## src/rtl/pll_reset_sequencer.sv

```systemverilog
// PLL bring-up and core reset sequencer running on the always-on 12 MHz reference.
// Holds the PLL in reset, qualifies lock, releases the core and re-sequences on lock loss.
module pll_reset_sequencer #(
  parameter int RST_CYCLES     = 16,
  parameter int LOCK_STABLE    = 64,
  parameter int LOCK_TIMEOUT   = 4096,
  parameter int RELEASE_CYCLES = 32,
  parameter int MAX_RETRIES    = 3
) (
  input  logic       clock_in,
  input  logic       reset,
  input  logic       pll_locked,
  input  logic       restart,
  output logic       pll_resetb,
  output logic       sys_reset,
  output logic       ready,
  output logic       fail,
  output logic [7:0] lock_lost_count,
  output logic [2:0] state_o
);

  localparam int CNT_MAX = (RST_CYCLES > LOCK_TIMEOUT) ?
                           ((RST_CYCLES > RELEASE_CYCLES) ? RST_CYCLES : RELEASE_CYCLES) :
                           ((LOCK_TIMEOUT > RELEASE_CYCLES) ? LOCK_TIMEOUT : RELEASE_CYCLES);
  localparam int CW = $clog2(CNT_MAX + 1);
  localparam int SW = $clog2(LOCK_STABLE + 1);

  localparam logic [CW-1:0] RST_LAST = CW'(RST_CYCLES - 1);
  localparam logic [CW-1:0] TMO_LAST = CW'(LOCK_TIMEOUT - 1);
  localparam logic [CW-1:0] REL_LAST = CW'(RELEASE_CYCLES - 1);
  localparam logic [SW-1:0] STB_LAST = SW'(LOCK_STABLE - 1);
  localparam logic [3:0]    RTY_MAX  = 4'(MAX_RETRIES);

  typedef enum logic [2:0] {
    ST_PLL_RST   = 3'd0,
    ST_WAIT_LOCK = 3'd1,
    ST_RELEASE   = 3'd2,
    ST_RUN       = 3'd3,
    ST_FAIL      = 3'd4
  } state_t;

  state_t        state, state_n;
  logic [CW-1:0] cnt, cnt_n;
  logic [SW-1:0] stable, stable_n;
  logic [3:0]    retries, retries_n;
  logic [7:0]    lost_n;
  logic [1:0]    sync_pipe;
  logic          locked_s;

  // Two-flop synchroniser for the asynchronous PLL lock output.
  always_ff @(posedge clock_in) begin
    if (reset) sync_pipe <= '0;
    else       sync_pipe <= {sync_pipe[0], pll_locked};
  end
  assign locked_s = sync_pipe[1];

  always_ff @(posedge clock_in) begin
    if (reset) begin
      state           <= ST_PLL_RST;
      cnt             <= '0;
      stable          <= '0;
      retries         <= '0;
      lock_lost_count <= '0;
      pll_resetb      <= 1'b0;
      sys_reset       <= 1'b1;
      ready           <= 1'b0;
      fail            <= 1'b0;
    end else begin
      state           <= state_n;
      cnt             <= cnt_n;
      stable          <= stable_n;
      retries         <= retries_n;
      lock_lost_count <= lost_n;
      pll_resetb      <= (state_n == ST_WAIT_LOCK) || (state_n == ST_RELEASE) ||
                         (state_n == ST_RUN);
      sys_reset       <= (state_n != ST_RUN);
      ready           <= (state_n == ST_RUN);
      fail            <= (state_n == ST_FAIL);
    end
  end

  assign state_o = state;

  always_comb begin
    state_n   = state;
    cnt_n     = cnt;
    stable_n  = stable;
    retries_n = retries;
    lost_n    = lock_lost_count;
    if (restart) begin
      state_n   = ST_PLL_RST;
      cnt_n     = '0;
      stable_n  = '0;
      retries_n = '0;
    end else begin
      case (state)
        ST_PLL_RST: begin
          if (cnt == RST_LAST) begin
            state_n  = ST_WAIT_LOCK;
            cnt_n    = '0;
            stable_n = '0;
          end else begin
            cnt_n = cnt + 1'b1;
          end
        end
        ST_WAIT_LOCK: begin
          cnt_n    = cnt + 1'b1;
          stable_n = locked_s ? stable + 1'b1 : '0;
          // Stable-lock completion takes priority over a coincident timeout.
          if (locked_s && stable == STB_LAST) begin
            state_n  = ST_RELEASE;
            cnt_n    = '0;
            stable_n = '0;
          end else if (cnt == TMO_LAST) begin
            cnt_n    = '0;
            stable_n = '0;
            if (retries == RTY_MAX) begin
              state_n = ST_FAIL;
            end else begin
              state_n   = ST_PLL_RST;
              retries_n = retries + 1'b1;
            end
          end
        end
        ST_RELEASE: begin
          if (!locked_s) begin
            cnt_n = '0;
            if (retries == RTY_MAX) begin
              state_n = ST_FAIL;
            end else begin
              state_n   = ST_PLL_RST;
              retries_n = retries + 1'b1;
            end
          end else if (cnt == REL_LAST) begin
            state_n   = ST_RUN;
            cnt_n     = '0;
            retries_n = '0;
          end else begin
            cnt_n = cnt + 1'b1;
          end
        end
        ST_RUN: begin
          if (!locked_s) begin
            state_n = ST_PLL_RST;
            cnt_n   = '0;
            if (lock_lost_count != 8'hFF) lost_n = lock_lost_count + 1'b1;
          end
        end
        ST_FAIL: begin
          state_n = ST_FAIL;
        end
        default: begin
          state_n = ST_PLL_RST;
          cnt_n   = '0;
        end
      endcase
    end
  end

endmodule

```

## config.mk

```make
export PLATFORM = sky130hd
export DESIGN_NAME = pll_reset_sequencer
export DESIGN_NICKNAME = d
export VERILOG_FILES = /design/src/rtl/pll_reset_sequencer.sv
export SDC_FILE = /design/constraint.sdc
export NUM_CORES = 1
export LEC_CHECK = 0
export CORE_MARGIN = 3
export CORE_UTILIZATION = 43
export CTS_CLUSTER_DIAMETER = 100
export CTS_CLUSTER_SIZE = 40
export DETAILED_ROUTE_END_ITERATION = 10
export PLACE_DENSITY = 0.73
export SLEW_MARGIN = 20
export SYNTH_ARGS = -nofsm -noshare
export SYNTH_HDL_FRONTEND = slang
export SYNTH_SLANG_ARGS = --single-unit
```

## constraint.sdc

```tcl
create_clock -name clock_in -period 1.81 [get_ports clock_in]
set_input_delay 0.181 -clock clock_in [delete_from_list [all_inputs] [get_ports clock_in]]
set_output_delay 0.181 -clock clock_in [all_outputs]
set_load 0.1 [all_outputs]
```

==> flow_summary.ini, run 1 <==
[clock_network]
cts_tree = done
htree_levels = 2
cts-root-buf = clkbuf_8
cts.path.max_buffers = 2
clkTransAtPathRegs_ns = 0.08
cts_sinks = 41
holdBufCountCts = 0
numCtsBuffers = 5
clock_latency_ns = 0.29

[worst_setup_path]
crit_start = cnt[12]$_SDFFE_PP0P_
path_class = flip-flop to flip-flop
arrival_ns = 1.92
start_kind = flip-flop
regToRegEndpoint = cnt[4]$_SDFFE_PP0P_
crit_fanout = 10
reg2reg_from = cnt[12]$_SDFFE_PP0P_
r2r_slack_ns = 0.07
required_ns = 2.00
endpoint_kind = flip-flop
reg2reg_depth = 6

[cells_and_area]
fin_nets = 299
final_cell_mix = buf_4, nor2_1, dfxtp_1, nand2_1, nand3_1
final_cells = 344
n_antenna_cell = 0
layout_commonest_cell = buf_4
syn_to_final_growth_pct = 32.82
drive_above_1_share_pct = 32.88
utilization_pct = 60.43

[worst_hold_path]
min_to = sync_pipe[0]$_SDFF_PP0_
holdPathStages = 2
hp-class = input pin to flip-flop
hold_start = pll_locked

[flow_run]
cap_violations = 0

[grt]
grt_pass1_vias = 1814
grt_max_degree = 15
antenna_found_initial = 0
overflow = 0
track_usage_pct = 18.70
grt_pass1_wl_um = 8073

[routing]
ant_nets = 0
drt_wl_total_um = 4674
wl_per_cell_um = 13.59
viasPerCell = 5.573
dr.first_iter.drc_count = 112
drc_errors = 0
vias = 1917
drt_first_pass_iters = 4

[yosys]
synth_warnings = 0
seq_area_frac_synth_pct = 40.32
synth-seq-cells = 41
postSynth.asyncResetShare_pct = 0
synth_edf_count = 0
syn_area_mm2 = 0.002036
syn-num-nets = 247
synth_top_flop_cell = dfxtp_1
synth_cell_types = 53
synthCells = 239
avgSynthCellArea_um2 = 8.518

[placed_design]
dp_hpwl_um = 3552
placedCellCount = 335
portBuffers = 18
pre_cts_ws_ns = -0.07270
place_congestion = 0.8028

[power_and_ir_drop]
leakage_nw = 1.037
power_density_mw_per_mm2 = 585.7
vdd.ir_drop.worst_uv = 352.1

[sta]
relSlewSlack_pct = 74.92
tns_ns = 0
whs_ns = 0.4358
fin_skew_ns = 0.008666
fmax_mhz = 575.2
setup_viol_count_final = 0
finalHoldViolations = 0
fin_crit_ns = 1.739
finalMaxSlewViolations = 0
period_share_pct = 96.06
rsz0062_at_grt = true
worst_slack_ns = 0.07133
tightest_slew_ns = 0.3736

[floorplanning]
die_y_um = 74.81
die_w_um = 74.81
start_util_pct = 45.50
coreArea_mm2 = 0.004474
rows = 24
ioPinCount = 19
die-area_mm2 = 0.005596

[outcome]
outcome = complete, no violations
==> kinds of logic (layout without fill, tap and decap cells) <==
logic type | count (synthesis) | count (layout) | synth area share [%]
and+or+nand+nor | 115 | 115 | 30.55
AOI/OAI and AO/OA | 47 | 47 | 15.80
DFF | 41 | 41 | 40.32
xor gates and xnor gates | 17 | 17 | 7.314
buffers and inverters | 13 | 66 | 2.581
adders and majority gates | 4 | 4 | 2.459
muxes | 2 | 2 | 0.9834
==> metrics by stage <==
stage | power [W] | instance area (um^2)
after floorplan | 0.0009423 | 2078
after global placement | 0.0009691 | 2512
after CTS | 0.001602 | 2613
final | 0.001584 | 2704
after global routing | 0.001658 | 2704
after detailed placement | 0.0009707 | 2512
==> sequential cells by signal, summed over array words and instances (netlist names), 2 cells and up <==
register         count
retries              4
stable               7
lock_lost_count      8
sync_pipe            2
cnt                 13
state_o              3
==> repair_timing <==
action / CTS / global route
buffers inserted: 0 / 1
gates resized for setup: 2 / 18
pin swaps: 2 / 10
setup endpoints to repair: 4 / 24
==> how the worst max path moves through the flow <==
stage	cells past startpoint	slack, ns	end
after global routing	6	-0.02	cnt[4]$_SDFFE_PP0P_
after detailed placement	6	-0.07	retries[3]$_SDFFE_PP0P_
final	6	0.07	cnt[4]$_SDFFE_PP0P_
after global placement	6	0.004	retries[3]$_SDFFE_PP0P_
after floorplan	5	-0.007	lock_lost_count[3]$_SDFFE_PP0P_
after CTS	7	0.007	cnt[4]$_SDFFE_PP0P_
==> power by group <==
part           internal (W)  switching (W)
sequential         0.000898     0.00000443
combinational     0.0000246      0.0000248
clock              0.000309       0.000323
==> layout make-up <==
type	count	area, um^2
Clock buffer	6	82.58
Timing Repair Buffer	51	402.9
Tap cell	52	65.06
Inverter	7	26.28
Sequential cell	41	852.1
Fill cell	378	1770
Clock inverter	2	13.76
Multi-Input combinational cell	185	1261
==> critical path, cell delays in order, from the launching register on <==
cell     delay (ns)
dfxtp_1        0.32
or4_4          0.57
nor3_4         0.21
a21oi_2        0.11
o31ai_4        0.22
buf_12         0.16
nor2_1         0.05
==> metal layers <==
metal,routed length (um),global-route usage (%),vias up,share of wire (%)
li1,-,-,975,-
met1,2206,24.32,904,47
met2,2256,30.63,31,48
met3,138,4.406,7,3.0
met4,73,6.126,0,1.6
met5,0,0,-,0
==> synthesized netlist by cell type (2+ instances only) <==
cell type	number	area, um^2
buf_2	3	15.01
nand4_1	5	31.28
xor2_1	4	35.03
a21oi_1	11	55.05
nor2_1	32	120.1
nor3b_1	2	15.01
nand4b_1	2	17.52
clkbuf_1	3	11.26
ha_1	4	50.05
nor2b_1	4	25.02
nand3_1	16	80.08
a22oi_1	4	30.03
mux2i_1	2	20.02
nand2b_1	4	25.02
o211a_1	2	20.02
and3_1	2	12.51
a31oi_1	5	31.28
nor3_1	14	70.07
dfxtp_1	41	820.8
o21ai_0	11	55.05
xnor2_1	13	113.9
nor3_2	2	20.02
or3_1	2	12.51
nand2_1	16	60.06
inv_1	7	26.28
Note: power is estimated with default switching activity, not from simulation.
==> inputs of run 2 (changes only) <==
- CORE_MARGIN: 3 -> 5
- CTS_BUF_LIST: default -> sky130_fd_sc_hd__clkbuf_16
- SKIP_LAST_GASP: default -> 1
==> flow_summary.ini, run 2 (synthesis results as in run 1) <==
[sta]
whs_ns = 0.4448
tightest_slew_ns = 0.3872
tns_ns = 0
relSlewSlack_pct = 74.01
setup_viol_count_final = 0
rsz0062_at_grt = true
fin_skew_ns = 0.006167
fin_crit_ns = 1.805
fmax_mhz = 554.1
period_share_pct = 99.70
finalHoldViolations = 0
finalMaxSlewViolations = 0

[worst_hold_path]
holdPathStages = 1
hold_start = stable[0]$_SDFFE_PP0P_
hp-class = flip-flop to flip-flop
min_to = stable[0]$_SDFFE_PP0P_

[routing]
dr.first_iter.drc_count = 140
wl_per_cell_um = 14.25
drt_wl_total_um = 4973
ant_nets = 0
drc_errors = 0
vias = 1901
viasPerCell = 5.447
drt_first_pass_iters = 4

[worst_setup_path]
reg2reg_depth = 7
start_kind = flip-flop
reg2reg_from = cnt[1]$_SDFFE_PP0P_
crit_fanout = 3
path_class = flip-flop to flip-flop
endpoint_kind = flip-flop
arrival_ns = 2.01
r2r_slack_ns = 0.005
regToRegEndpoint = retries[2]$_SDFFE_PP0P_
required_ns = 2.02

[grt]
grt_pass1_wl_um = 8231
grt_pass1_vias = 1819
track_usage_pct = 16.48
overflow = 0
antenna_found_initial = 0
grt_max_degree = 15

[placed_design]
dp_hpwl_um = 3626
placedCellCount = 339
portBuffers = 18
place_congestion = 0.8335

[clock_network]
cts_sinks = 41
cts.path.max_buffers = 2
cts_tree = done
htree_levels = 2
numCtsBuffers = 5
cts-root-buf = clkbuf_16
clock_latency_ns = 0.28
holdBufCountCts = 0
clkTransAtPathRegs_ns = 0.06

[floorplanning]
rows = 25
start_util_pct = 43.68
ioPinCount = 19
die_y_um = 78.81
die_w_um = 78.81
die-area_mm2 = 0.006210
coreArea_mm2 = 0.004661

[flow_run]
cap_violations = 0

[cells_and_area]
final_cells = 349
nFillCells = 411
largest_reg_flops = 13
max_flop_register = cnt
final_cell_mix = buf_4, nor2_1, dfxtp_1, nand2_1, nand3_1
layout_commonest_cell = buf_4
utilization_pct = 59.06
ff_latch_area_um2 = 852.1
syn_to_final_growth_pct = 35.22
drive_above_1_share_pct = 32.54
multiInputGateArea_mm2 = 0.001244
fin_nets = 302
n_antenna_cell = 0
top_regs = cnt x13, lock_lost_count x8, stable x7

[power_and_ir_drop]
power_density_mw_per_mm2 = 663.6
leakage_nw = 1.049
vdd.ir_drop.worst_uv = 362.6
power_w = 0.001827

[outcome]
outcome = complete, no violations
==> run 2: area by class of cell <==
| cell class | instances | share of cell area (%) |
|---|---|---|
| multi-input cells | 185 | 45.18 |
| repair buffers | 54 | 15.14 |
| well taps | 54 | 2.455 |
| clock buffers | 5 | 4.545 |
| clock inverters | 3 | 0.7727 |
| flip-flops and latches | 41 | 30.95 |
| inverters | 7 | 0.9545 |
==> run 2: critical path: stages, from the launching register on <==
cell	delay, ns
dfxtp_2	0.35
ha_4	0.15
nand4b_1	0.11
buf_4	0.16
nor3_4	0.25
a21boi_2	0.10
or4b_1	0.46
a31oi_1	0.14
==> run 2: worst max-delay path by stage <==
stage,cells after the start,slack (ns),endpoint,from
after CTS,6,0.003,cnt[11]$_SDFFE_PP0P_,sync_pipe[1]$_SDFF_PP0_
after global routing,7,-0.11,retries[2]$_SDFFE_PP0P_,cnt[1]$_SDFFE_PP0P_
after detailed placement,5,-0.04,stable[5]$_SDFFE_PP0P_,cnt[5]$_SDFFE_PP0P_
after global placement,5,-0.007,stable[3]$_SDFFE_PP0P_,cnt[5]$_SDFFE_PP0P_
after floorplan,5,-0.007,lock_lost_count[3]$_SDFFE_PP0P_,state_o[1]$_SDFF_PP0_
final,7,0.005,retries[2]$_SDFFE_PP0P_,cnt[1]$_SDFFE_PP0P_
==> run 2: repair_timing <==
item                                    in CTS  in global routing
endpoints found under the setup margin      18                 23
pin swaps                                    1                  5
setup buffers                                0                  2
resized for setup                            3                 15
hold endpoints to repair                     0                  0
==> run 2: layer usage <==
metal / wire length [um] / share of wire (%) / global-route usage [%]
met3: 123 / 2.5 / 3.061
met1: 2194 / 44 / 19.64
met5: 0 / 0 / 0
met4: 71 / 1.4 / 5.070
met2: 2583 / 52 / 29.80
==> run 2: where the power goes <==
part | switching, W | internal, W
Combinational | 0.0000245 | 0.0000242
Clock | 0.000361 | 0.000513
Sequential | 0.00000478 | 0.000899
==> run 2: metrics by stage <==
stage	cell area, um^2	setup WS [ns]
floorplan	2078	-0.007193
global placement	2517	-0.007488
detailed placement	2517	-0.03749
CTS	2673	0.003435
global route	2753	-0.1114
finish	2753	0.005414
